### src/rtl/dbus_pkg.sv
// ---------------------------------------------------------------------------
// dbus_pkg
// Shared definitions for the CPU data-bus arbiter: bus widths, the default
// peripheral page, the arbiter FSM encoding and the master request bundle.
// ---------------------------------------------------------------------------
package dbus_pkg;

    localparam int          DBUS_AW      = 32;
    localparam int          DBUS_DW      = 32;
    // addr[31:12] of the switch/LED/7-seg register page
    localparam logic [19:0] DBUS_IO_BASE = 20'hfffff;

    typedef enum logic [1:0] {
        IDLE  = 2'd0,
        ISSUE = 2'd1,
        WAIT  = 2'd2,
        ACK   = 2'd3
    } dbus_state_t;

    // What a master presents in the grant cycle
    typedef struct packed {
        logic               wen;
        logic [DBUS_AW-1:0] addr;
        logic [DBUS_DW-1:0] wdata;
    } dbus_req_t;

    // Peripheral page accesses never wait, whatever the DRAM latency
    function automatic logic is_io_page(input logic [DBUS_AW-1:0] addr,
                                        input logic [19:0]        base);
        return addr[31:12] == base;
    endfunction

endpackage

### src/rtl/rr_pick2.sv
// ---------------------------------------------------------------------------
// rr_pick2
// Two-way round-robin picker, purely combinational.
//   req[1:0]  in   request from master 0 / master 1
//   last      in   index of the master served most recently
//   gnt       out  index of the winning master (meaningful when gnt_vld)
//   gnt_vld   out  at least one request present
// ---------------------------------------------------------------------------
module rr_pick2 (
    input  logic [1:0] req,
    input  logic       last,
    output logic       gnt,
    output logic       gnt_vld
);

    always_comb begin
        gnt_vld = |req;
        // a lone request wins outright; on a tie the other master goes
        gnt     = req[1];
        if (req == 2'b11)
            gnt = ~last;
    end

endmodule

### src/rtl/dbus_arb.sv
// ---------------------------------------------------------------------------
// dbus_arb
// Shares the single decoded data-memory/peripheral port between the CPU data
// port (m0) and the debug/program loader (m1). One transaction at a time:
// IDLE (arbitrate + latch) -> ISSUE -> [WAIT for DRAM reads] -> ACK -> IDLE.
//
// Parameters
//   RD_LAT   DRAM read latency in cycles after address issue (0..3)
//   IO_BASE  addr[31:12] of the zero-wait peripheral page
// Ports
//   clk, rst                  clock, async active-high reset
//   mN_req/wen/addr/wdata     master requests, sampled only in the grant cycle
//   mN_ack                    one-cycle completion pulse
//   mN_rdata                  registered read data, held until the next read
//   bus_addr/wen/wdata        decoder side; bus_wen is high only in ISSUE
//   bus_rdata                 decoder read data
//   bus_owner                 master being served or last served
// ---------------------------------------------------------------------------
module dbus_arb
    import dbus_pkg::*;
#(
    parameter int          RD_LAT  = 1,
    parameter logic [19:0] IO_BASE = DBUS_IO_BASE
) (
    input  logic               clk,
    input  logic               rst,

    input  logic               m0_req,
    input  logic               m0_wen,
    input  logic [DBUS_AW-1:0] m0_addr,
    input  logic [DBUS_DW-1:0] m0_wdata,
    output logic               m0_ack,
    output logic [DBUS_DW-1:0] m0_rdata,

    input  logic               m1_req,
    input  logic               m1_wen,
    input  logic [DBUS_AW-1:0] m1_addr,
    input  logic [DBUS_DW-1:0] m1_wdata,
    output logic               m1_ack,
    output logic [DBUS_DW-1:0] m1_rdata,

    output logic [DBUS_AW-1:0] bus_addr,
    output logic               bus_wen,
    output logic [DBUS_DW-1:0] bus_wdata,
    input  logic [DBUS_DW-1:0] bus_rdata,
    output logic               bus_owner
);

    // WAIT runs RD_LAT cycles, counting down to 0; only loaded when RD_LAT>0
    localparam logic [1:0] CNT_LOAD = (RD_LAT > 0) ? 2'(RD_LAT - 1) : 2'd0;

    dbus_state_t             state;
    logic [1:0]              cnt;
    logic [1:0]              ack_q;
    logic [1:0][DBUS_DW-1:0] rdata_q;

    dbus_req_t [1:0] mst;
    logic            gnt;
    logic            gnt_vld;
    logic            zero_wait;

    assign mst[0] = '{wen: m0_wen, addr: m0_addr, wdata: m0_wdata};
    assign mst[1] = '{wen: m1_wen, addr: m1_addr, wdata: m1_wdata};

    rr_pick2 u_pick (
        .req     ({m1_req, m0_req}),
        .last    (bus_owner),
        .gnt     (gnt),
        .gnt_vld (gnt_vld)
    );

    // bus_addr is already the latched address by the time we are in ISSUE
    assign zero_wait = is_io_page(bus_addr, IO_BASE) || (RD_LAT == 0);

    always_ff @(posedge clk or posedge rst) begin
        if (rst) begin
            state     <= IDLE;
            bus_addr  <= '0;
            bus_wdata <= '0;
            bus_wen   <= 1'b0;
            bus_owner <= 1'b1;      // m0 wins the first tie
            cnt       <= 2'd0;
            ack_q     <= 2'b00;
            rdata_q   <= '0;
        end else begin
            ack_q <= 2'b00;
            case (state)
                IDLE: begin
                    if (gnt_vld) begin
                        bus_addr  <= mst[gnt].addr;
                        bus_wdata <= mst[gnt].wdata;
                        bus_wen   <= mst[gnt].wen;
                        bus_owner <= gnt;
                        state     <= ISSUE;
                    end
                end
                ISSUE: begin
                    // bus_wen holds the latched wen only in this state
                    bus_wen <= 1'b0;
                    if (bus_wen) begin
                        ack_q[bus_owner] <= 1'b1;
                        state            <= ACK;
                    end else if (zero_wait) begin
                        rdata_q[bus_owner] <= bus_rdata;
                        ack_q[bus_owner]   <= 1'b1;
                        state              <= ACK;
                    end else begin
                        cnt   <= CNT_LOAD;
                        state <= WAIT;
                    end
                end
                WAIT: begin
                    if (cnt == 2'd0) begin
                        rdata_q[bus_owner] <= bus_rdata;
                        ack_q[bus_owner]   <= 1'b1;
                        state              <= ACK;
                    end else begin
                        cnt <= cnt - 2'd1;
                    end
                end
                ACK: begin
                    // mandatory turnaround; new requests are seen in IDLE
                    state <= IDLE;
                end
                default: state <= IDLE;
            endcase
        end
    end

    assign m0_ack   = ack_q[0];
    assign m1_ack   = ack_q[1];
    assign m0_rdata = rdata_q[0];
    assign m1_rdata = rdata_q[1];

endmodule

### config.mk
export PLATFORM = sky130hd
export DESIGN_NAME = dbus_arb
export DESIGN_NICKNAME = d
export VERILOG_FILES = /design/src/rtl/dbus_pkg.sv /design/src/rtl/rr_pick2.sv /design/src/rtl/dbus_arb.sv
export SDC_FILE = /design/constraint.sdc
export NUM_CORES = 1
export LEC_CHECK = 0
export CAP_MARGIN = 20
export CORE_UTILIZATION = 40
export DETAILED_ROUTE_END_ITERATION = 12
export GPL_TIMING_DRIVEN = 0
export PLACE_DENSITY = 0.79
export SYNTH_ARGS = -nofsm -noshare
export SYNTH_HDL_FRONTEND = slang
export SYNTH_HIERARCHICAL = 1
export SYNTH_SLANG_ARGS = --single-unit
export TNS_END_PERCENT = 30
### constraint.sdc
create_clock -name clk -period 6.6 [get_ports clk]
set_clock_uncertainty 0.1 [all_clocks]
set_input_delay 1.65 -clock clk [delete_from_list [all_inputs] [get_ports clk]]
set_output_delay 1.65 -clock clk [all_outputs]
set_load 0.005 [all_outputs]
==> flow_summary_export.csv, run 1 <==
group,metric,value,unit
drt,drt-vias-per-instance,4.94,
place,dpl.cell_count,950,
clocking,cts.repair.resized,0,
clocking,cts-hold-fix-buffers,0,
clocking,clk_pin_slew_worst_paths,60,ps
logic_synthesis,post_synth_instance_area,5850,um2
place,placement.io_buffers,297,
critical_path,startpoint_type,"primary input",
sta,fmax,0.259,GHz
clocking,clock-root-buffer,"sky130_fd_sc_hd__clkbuf_16",
sta,finalCritPeriodShare,58.5,%
logic_synthesis,synthesis.area_per_instance,12.4,um2
logic_synthesis,synth.yosys.seq_area_share,58.2,%
cells_and_area,instances_no_fill,981,
logic_synthesis,asyncSetResetFlopFracSynth,100,%
sta,timing.final.hold_violations,0,
drt,drt_first_iter_violations,190,
logic_synthesis,ys_dominant_reg_cell,"sky130_fd_sc_hd__dfrtp_1",
clocking,cts_buffers,17,
floorplanning,fp.dieW,123,um
drt,drc_errors,0,
critical_path,endpoint_kind,"register",
clocking,clock_insertion_delay_worst_skew,420,ps
sta,slew_headroom,51.1,%
run,maxCapViolCount,0,
global_routing,maximum_number_of_pins_on_one_net_before_global_route_repair,101,
clocking,cts_max_level,4,
sta,finalCriticalPeriod,3860,ps
worst_hold_path,worst_hold_path_type,"reg2reg",
logic_synthesis,synth_fp_nets,642,
global_routing,groute.usage.overall,23.6,%
sta,final_max_slew_viol_count,0,
global_routing,first_global_vias,5264,
global_routing,grt_pass1_wl,26600,um
global_routing,grt_antenna_before_repair,0,
clocking,post_cts_buffers,0,
critical_path,timing.critical_path.fanout_max,10,
critical_path,crit_type,"in2reg",
clocking,ctsLongestPathBuffers,2,
cells_and_area,insertedDiodeCount,0,
logic_synthesis,yosys_warnings,6,
drt,drt.antenna.violating_nets,0,
clocking,clock_tree_from_tritoncts,"yes",
drt,routed_wire_length_per_instance,17.4,um
floorplanning,die_area,15100,um2
sta,grt_setup_unrepaired,"false",
sta,worst_slew_pin_slew,734,ps
drt,drt_first_pass_iters,4,
cells_and_area,drive_above_1_share,13.1,%
logic_synthesis,synth.ff_latch_count,136,
floorplanning,fp-row-count,43,
logic_synthesis,synth_edf_count,0,
drt,via_count,4848,
place,place_hpwl,13200,um
drt,drt-total-wl,17100,um
cells_and_area,area.growth.synth_to_final,66.0,%
critical_path,worst_ep_arrival_time,4040,ps
pwr,pwr_density_cell,471,nW/um2
place,gp_congestion,0.798,
pwr,max-vdd-ir-drop,0.000219,V
clocking,clock_sinks,136,
floorplanning,io_pins,298,
sta,setup_viol,0,
floorplanning,coreArea,14100,um2
critical_path,cp.required,6780,ps
pwr,leakage,4.20,nW
cells_and_area,finalNetCount,959,
floorplanning,dieHeight,123,um
global_routing,global_route.overflow_total,0,
floorplanning,initial_utilization,41.5,%
run_status,status,"completed",
logic_synthesis,post_synth_inst_count,472,
logic_synthesis,synth.lib_cells_used.distinct,31,
sta,final.hold.worst_slack,376,ps
[stage by stage]
| step | worst slack [ps] | util (%) | cell area [um2] | TNS (ps) | power (W) |
|---|---|---|---|---|---|
| global route | 2560 | 68.9 | 9710 | 0 | 0.00486 |
| detailed placement | 2240 | 64.4 | 9080 | 0 | 0.00359 |
| floorplan | 1210 | - | 5850 | 0 | 0.00240 |
| CTS | 2670 | 68.9 | 9710 | 0 | 0.00462 |
| global placement | -438 | 64.2 | 9040 | -57910 | 0.00351 |
| finish | 2740 | 68.9 | 9710 | 0 | 0.00457 |
[metal layers]
metal	global-route usage [%]	vias to the layer above	share of wire [%]
li1	-	2278	-
met1	24.7	2315	38
met2	42.9	223	52
met3	8.30	32	8.5
met4	9.30	0	2.3
met5	0	-	0
[placed cells by master, fill, tap and decap left out, types with 4 or more instances in the layout]
master and count:
sky130_fd_sc_hd__nand4_1 5, sky130_fd_sc_hd__clkbuf_1 21, sky130_fd_sc_hd__buf_6 6, sky130_fd_sc_hd__inv_1 6, sky130_fd_sc_hd__mux2i_1 65, sky130_fd_sc_hd__clkdlybuf4s50_1 297, sky130_fd_sc_hd__clkbuf_16 17, sky130_fd_sc_hd__nand2_1 72
sky130_fd_sc_hd__mux2_2 59, sky130_fd_sc_hd__mux2_4 5, sky130_fd_sc_hd__dfrtp_1 135, sky130_fd_sc_hd__bufinv_16 4, sky130_fd_sc_hd__clkbuf_8 4, sky130_fd_sc_hd__ha_1 4, sky130_fd_sc_hd__o21ai_0 66, sky130_fd_sc_hd__nor2_1 4
[worst paths after layout]
path	from	to	slack [ps]	depth (start not counted)
setup / recovery	m1_req	bus_wdata[17]$_DFFE_PP0P_	2740	7
hold / removal	bus_addr[3]$_DFFE_PP0P_	bus_addr[3]$_DFFE_PP0P_	380	2
setup reg to reg	bus_owner$_DFFE_PP1P_	bus_wdata[17]$_DFFE_PP0P_	4030	6
hold reg to reg	bus_addr[3]$_DFFE_PP0P_	bus_addr[3]$_DFFE_PP0P_	380	2
max in group asynchronous	rst	bus_owner$_DFFE_PP1P_	4110	3
min in group asynchronous	rst	m0_rdata[24]$_DFFE_PP0P_	1490	2
[report_power, final]
part           leakage [nW]  internal, W  switching (W)
registers              1.64      0.00126       0.000246
clock network         0.309     0.000668       0.000337
logic                  2.25      0.00127       0.000788
[Yosys cell counts (all sizes together), types with 2 or more instances]
| cell | instances | area [um2] |
|---|---|---|
| buf | 9 | 78.8 |
| clkbuf | 19 | 71.3 |
| o21ai | 66 | 330 |
| nor2 | 4 | 15.0 |
| mux2i | 65 | 651 |
| inv | 7 | 26.3 |
| nor3 | 2 | 10.0 |
| nand2 | 72 | 270 |
| mux2 | 64 | 739 |
| dfrtp | 135 | 3380 |
| a32o | 2 | 20.0 |
| a21oi | 3 | 15.0 |
| ha | 4 | 50.1 |
| nand4 | 6 | 52.6 |
[layout make-up]
class	count	area [um2]
buffer	28	150
clock buffer	23	488
clock inverter	8	143
fill	1023	4390
inverter	7	31.3
multi-input combinational	301	2270
sequential	136	3400
tap	180	225
timing repair buffer	298	3000
[cell families after synthesis]
kind of cell | after synthesis | synth area share, %
and+or+nand+nor | 91 | 6.76
AOI/OAI and AO/OA | 77 | 7.36
DFF | 136 | 58.2
adders and majority gates | 4 | 0.856
muxes | 129 | 23.8
buffers and inverters | 35 | 3.02
[sequential cells by signal (all words and copies together) (netlist names)]
register   cells
m0_rdata      32
bus_addr      32
state          2
bus_owner      1
ack_q          2
bus_wen        1
bus_wdata     32
m1_rdata      32
cnt            2
[worst max-delay path, stage by stage]
cell and delay, ps:
sky130_fd_sc_hd__clkdlybuf4s50_1 460, sky130_fd_sc_hd__a21boi_1 140, sky130_fd_sc_hd__clkbuf_1 160, sky130_fd_sc_hd__clkbuf_1 540, sky130_fd_sc_hd__clkbuf_1 630, sky130_fd_sc_hd__mux2i_1 330
sky130_fd_sc_hd__o21ai_0 100
Power figures use the tool's default switching activity.
==> run 2: changes to the inputs <==
Clock period 6.6 ns to 3.7 ns, I/O delays scaled along.
==> run 2 against run 1 <==
Compared with the run above:
- total power up 78%
- worst hold slack worse by 1.6 ps
- routed wire length down 2.5%
- cell count grew 0.20%
- sequential cell count did not move
- die area did not move
- largest power group unchanged
- clock power increased by 80%
==> flow_summary_export.csv, run 2 (same netlist as run 1, synthesis figures left out) <==
group,metric,value,unit
clocking,clock_sinks,136,
critical_path,timing.critical_path.fanout_max,10,
drt,drt_first_pass_iters,4,
sta,final_max_slew_viol_count,0,
floorplanning,io_pins,298,
drt,drt_first_iter_violations,125,
critical_path,crit_type,"in2reg",
run_status,status,"completed",
clocking,cts_max_level,4,
sta,grt_setup_unrepaired,"false",
place,place_hpwl,13200,um
clocking,cts-hold-fix-buffers,0,
cells_and_area,post_route_design_area,9740,um2
drt,drc_errors,0,
global_routing,maximum_number_of_pins_on_one_net_before_global_route_repair,40,
place,placement.io_buffers,297,
place,placed_cell_area,9110,um2
sta,setup_viol,0,
drt,drt.antenna.violating_nets,0,
floorplanning,initial_utilization,41.5,%
critical_path,worst_ep_arrival_time,3330,ps
pwr,leakage,4.20,nW
clocking,clk_pin_slew_worst_paths,60,ps
pwr,max-vdd-ir-drop,0.000349,V
pwr,pwr_density_cell,836,nW/um2
drt,drt-total-wl,16700,um
clocking,cts.repair.resized,0,
critical_path,endpoint_kind,"register",
cells_and_area,layout.cells.most_common,"sky130_fd_sc_hd__clkdlybuf4s50_1",
clocking,clock_tree_from_tritoncts,"yes",
drt,via_count,4848,
global_routing,grt_antenna_before_repair,0,
place,gp_congestion,0.814,
cells_and_area,area.growth.synth_to_final,66.6,%
worst_hold_path,worst_hold_path_type,"reg2reg",
clocking,post_cts_buffers,0,
drt,drt-vias-per-instance,4.93,
floorplanning,dieHeight,123,um
clocking,clock_insertion_delay_worst_skew,420,ps
sta,fmax,0.318,GHz
cells_and_area,insertedDiodeCount,0,
floorplanning,die_area,15100,um2
clocking,ctsLongestPathBuffers,2,
clocking,clock-root-buffer,"sky130_fd_sc_hd__clkbuf_16",
pwr,total_power,0.00814,W
cells_and_area,leading_cell_types_in_the_layout_fill_and_taps_excluded,"297 x sky130_fd_sc_hd__clkdlybuf4s50_1, 135 x sky130_fd_sc_hd__dfrtp_1, 72 x sky130_fd_sc_hd__nand2_1",
cells_and_area,finalNetCount,961,
clocking,cts_buffers,17,
floorplanning,fp-row-count,43,
sta,finalCritPeriodShare,84.9,%
sta,finalCriticalPeriod,3140,ps
sta,slew_headroom,48.5,%
global_routing,first_global_vias,5073,
critical_path,cp.required,3880,ps
sta,fin_tns_setup,0,ps
run,maxCapViolCount,0,
sta,timing.final.hold_violations,0,
critical_path,startpoint_type,"primary input",
global_routing,groute.usage.overall,22.6,%
drt,routed_wire_length_per_instance,17.0,um
floorplanning,coreArea,14100,um2
cells_and_area,drive_above_1_share,13.2,%
global_routing,grt_pass1_wl,25400,um
global_routing,global_route.overflow_total,0,
floorplanning,fp.dieW,123,um
sta,worst_slew_pin_slew,771,ps
cells_and_area,fin_util,69.1,%
-- run 2: cell types whose count changed in the layout (fill, tap and decap cells not counted), sizes merged --
cell      change
clkbuf        +1
clkinv        -2
clkinvlp      +2
inv           -1
buf           +2
-- run 2: worst paths after layout --
check	start	endpoint	slack (ps)	cells past startpoint
max reg2reg	bus_owner$_DFFE_PP1P_	bus_addr[14]$_DFFE_PP0P_	1120	6
min in group asynchronous	rst	m0_rdata[16]$_DFFE_PP0P_	900	2
max in group asynchronous	rst	bus_owner$_DFFE_PP1P_	1660	4
min	bus_wdata[28]$_DFFE_PP0P_	bus_wdata[28]$_DFFE_PP0P_	370	2
min reg2reg	bus_wdata[28]$_DFFE_PP0P_	bus_wdata[28]$_DFFE_PP0P_	370	2
max	m1_req	bus_addr[14]$_DFFE_PP0P_	560	7
-- run 2: final cells by class --
cell class | count | area [um2]
plain buffers | 28 | 150
flip-flops and latches | 136 | 3400
multi-input cells | 301 | 2270
repair buffers | 300 | 3030
inverters | 7 | 30.0
clock buffers | 24 | 492
fillers | 1026 | 4360
well taps | 180 | 225
clock inverters | 7 | 140
-- run 2: power breakdown --
part / internal (W) / switching, W / leakage, nW / total, W
registers: 0.00225 / 0.000442 / 1.64 / 0.00269
clock network: 0.00119 / 0.000602 / 0.303 / 0.00180
logic: 0.00227 / 0.00139 / 2.26 / 0.00366
total: 0.00571 / 0.00243 / 4.20 / 0.00814
-- run 2: stage by stage --
stage | hold WS (ps) | instances | setup WS, ps
global placement | 364 | 949 | -121
floorplan | 366 | 472 | 983
detailed placement | 369 | 952 | 102
global route | 406 | 983 | 424
CTS | 382 | 983 | 542
finish | 374 | 983 | 558
-- run 2: critical path, cell delays in order --
cell and delay [ps]:
sky130_fd_sc_hd__clkdlybuf4s50_1 460, sky130_fd_sc_hd__a21boi_1 160, sky130_fd_sc_hd__clkbuf_1 180, sky130_fd_sc_hd__clkbuf_1 520, sky130_fd_sc_hd__buf_1 600, sky130_fd_sc_hd__mux2i_1 360, sky130_fd_sc_hd__o21ai_0 120
-- run 2: layer usage --
metal | vias to the layer above | track usage, % | share of wire [%]
li1 | 2289 | - | -
met1 | 2330 | 23.7 | 37
met2 | 207 | 41.3 | 53
met3 | 22 | 7.61 | 8.6
met4 | 0 | 8.84 | 1.7
met5 | - | 0 | 0
==> run 3: changes to the inputs <==
Settings changed: CORE_UTILIZATION 40 to 36, PLACE_DENSITY 0.79 to 0.75.
Clock period 3.7 ns to 2.6 ns, I/O delays scaled along.
==> run 3 against run 2 <==
Compared with the run above:
- global-route usage fell by 1.6 points
- total power rose by 41%
- non-clock buffer count did not move
- sequential share of layout area barely moved
- critical path type is now reg2reg
- critical endpoint is now m0_rdata[12]$_DFFE_PP0P_
- design area barely moved
- sequential power rose by 42%
- die area rose by 11%
- count of clock-buffer cells in the layout fell by 5
- first-iteration DRC count rose by 29%
- routed wire length rose by 3.7%
==> flow_summary_export.csv, run 3 (same netlist as run 1, synthesis figures left out) <==
group,metric,value,unit
worst_hold_path,worst_hold_path_type,"reg2reg",
floorplanning,fp-row-count,46,
critical_path,crit_type,"reg2reg",
clocking,clock_tree_from_tritoncts,"yes",
critical_path,startpoint_type,"register",
pwr,pwr_density_cell,1180,nW/um2
place,placement.io_buffers,297,
global_routing,maximum_number_of_pins_on_one_net_before_global_route_repair,44,
floorplanning,coreArea,15900,um2
critical_path,timing.critical_path.fanout_max,10,
floorplanning,dieHeight,129,um
cells_and_area,fin_util,61.4,%
drt,drc_errors,0,
cells_and_area,area.growth.synth_to_final,66.7,%
sta,slew_headroom,51.7,%
global_routing,groute.usage.overall,21.0,%
place,worst_setup_slack_after_placement,-844,ps
sta,final_max_slew_viol_count,0,
sta,timing.final.hold_violations,0,
clocking,ctsLongestPathBuffers,2,
cells_and_area,insertedDiodeCount,0,
global_routing,global_route.overflow_total,0,
global_routing,grt_antenna_before_repair,0,
clocking,clock_sinks,136,
drt,drt_first_iter_violations,161,
place,place_hpwl,13800,um
clocking,clk_pin_slew_worst_paths,60,ps
sta,grt_setup_unrepaired,"false",
pwr,leakage,4.19,nW
clocking,cts_max_level,4,
sta,finalCritPeriodShare,94.9,%
drt,drt-vias-per-instance,4.79,
drt,drt-total-wl,17300,um
drt,drt.antenna.violating_nets,0,
sta,setup_viol,0,
global_routing,first_global_vias,5119,
drt,routed_wire_length_per_instance,17.0,um
clocking,cts_buffers,17,
sta,final.hold.worst_slack,376,ps
critical_path,worst_ep_arrival_time,2660,ps
critical_path,reg2reg_setup_slack,130,ps
floorplanning,initial_utilization,36.8,%
critical_path,endpoint_kind,"register",
cells_and_area,leading_cell_types_in_the_layout_fill_and_taps_excluded,"297 x sky130_fd_sc_hd__clkdlybuf4s50_1, 135 x sky130_fd_sc_hd__dfrtp_1, 72 x sky130_fd_sc_hd__nand2_1",
cells_and_area,finalNetCount,961,
clocking,clock-root-buffer,"sky130_fd_sc_hd__clkbuf_16",
drt,drt_first_pass_iters,4,
run_status,status,"completed",
sta,setup_slack,132,ps
sta,fin_tns_setup,0,ps
floorplanning,die_area,16800,um2
cells_and_area,layout.cells.most_common,"sky130_fd_sc_hd__clkdlybuf4s50_1",
sta,worst_slew_pin_slew,724,ps
floorplanning,fp.dieW,129,um
place,gp_congestion,0.790,
clocking,cts-hold-fix-buffers,0,
sta,fmax,0.405,GHz
floorplanning,io_pins,298,
global_routing,grt_pass1_wl,26600,um
clocking,clock_insertion_delay_worst_skew,410,ps
pwr,max-vdd-ir-drop,0.000546,V
run,maxCapViolCount,0,
drt,via_count,4884,
cells_and_area,drive_above_1_share,14.1,%
critical_path,cp.required,2790,ps
sta,finalCriticalPeriod,2470,ps
run 3: cell count changes in the layout (fill, tap and decap cells not counted), sizes merged:
cell,delta
buf,-2
bufinv,-1
clkbuf,-3
clkinv,+3
clkinvlp,+2
inv,+1
run 3: layer usage:
metal | routed length, um | vias up | part of all wire, % | GRT usage [%]
li1 | - | 2284 | - | -
met1 | 6610 | 2365 | 38 | 23.1
met2 | 9020 | 215 | 52 | 38.2
met3 | 1440 | 20 | 8.3 | 6.65
met4 | 243 | 0 | 1.4 | 7.32
met5 | 0 | - | 0 | 0
run 3: path summary, 6_finish.rpt:
path,startpoint,endpoint,cells past startpoint
max,bus_addr[30]$_DFFE_PP0P_,m0_rdata[12]$_DFFE_PP0P_,6
min reg2reg,bus_wdata[15]$_DFFE_PP0P_,bus_wdata[15]$_DFFE_PP0P_,2
max reg2reg,bus_addr[30]$_DFFE_PP0P_,m0_rdata[12]$_DFFE_PP0P_,6
max in group asynchronous,rst,bus_wdata[10]$_DFFE_PP0P_,4
min in group asynchronous,rst,bus_wdata[3]$_DFFE_PP0P_,2
min,bus_wdata[15]$_DFFE_PP0P_,bus_wdata[15]$_DFFE_PP0P_,2
run 3: through the flow:
stage | area (um2) | power (W) | cells
6_report | 9750 | 0.0115 | 1019
5_1_grt | 9750 | 0.0122 | 1019
4_1_cts | 9740 | 0.0116 | 1019
3_5_place_dp | 9150 | 0.00917 | 988
3_3_place_gp | 9090 | 0.00895 | 985
2_1_floorplan | 5850 | 0.00609 | 472
run 3: timing repair:
action                     4_1_cts  5_1_grt
buffers inserted                 0        0
resized for setup                3        4
setup endpoints to repair       40       21
run 3: power by group:
part | internal [W] | switching (W) | total, W
combinational | 0.00324 | 0.00202 | 0.00526
sequential | 0.00319 | 0.000623 | 0.00382
clock | 0.00150 | 0.000878 | 0.00238
run 3: critical path, stage by stage, from the launching register on:
cell and delay [ps]:
sky130_fd_sc_hd__dfrtp_1 370, sky130_fd_sc_hd__nand4_1 150, sky130_fd_sc_hd__or3_1 440, sky130_fd_sc_hd__o41ai_4 490, sky130_fd_sc_hd__nand3b_2 260, sky130_fd_sc_hd__buf_6 220, sky130_fd_sc_hd__mux2_4 300
run 3: cell type report:
class	instances	area [um2]
clock buffers	19	433
fillers	1281	6140
multi-input cells	301	2270
well taps	216	270
plain buffers	28	158
repair buffers	300	3030
inverters	7	30.0
clock inverters	12	153
flip-flops and latches	136	3400
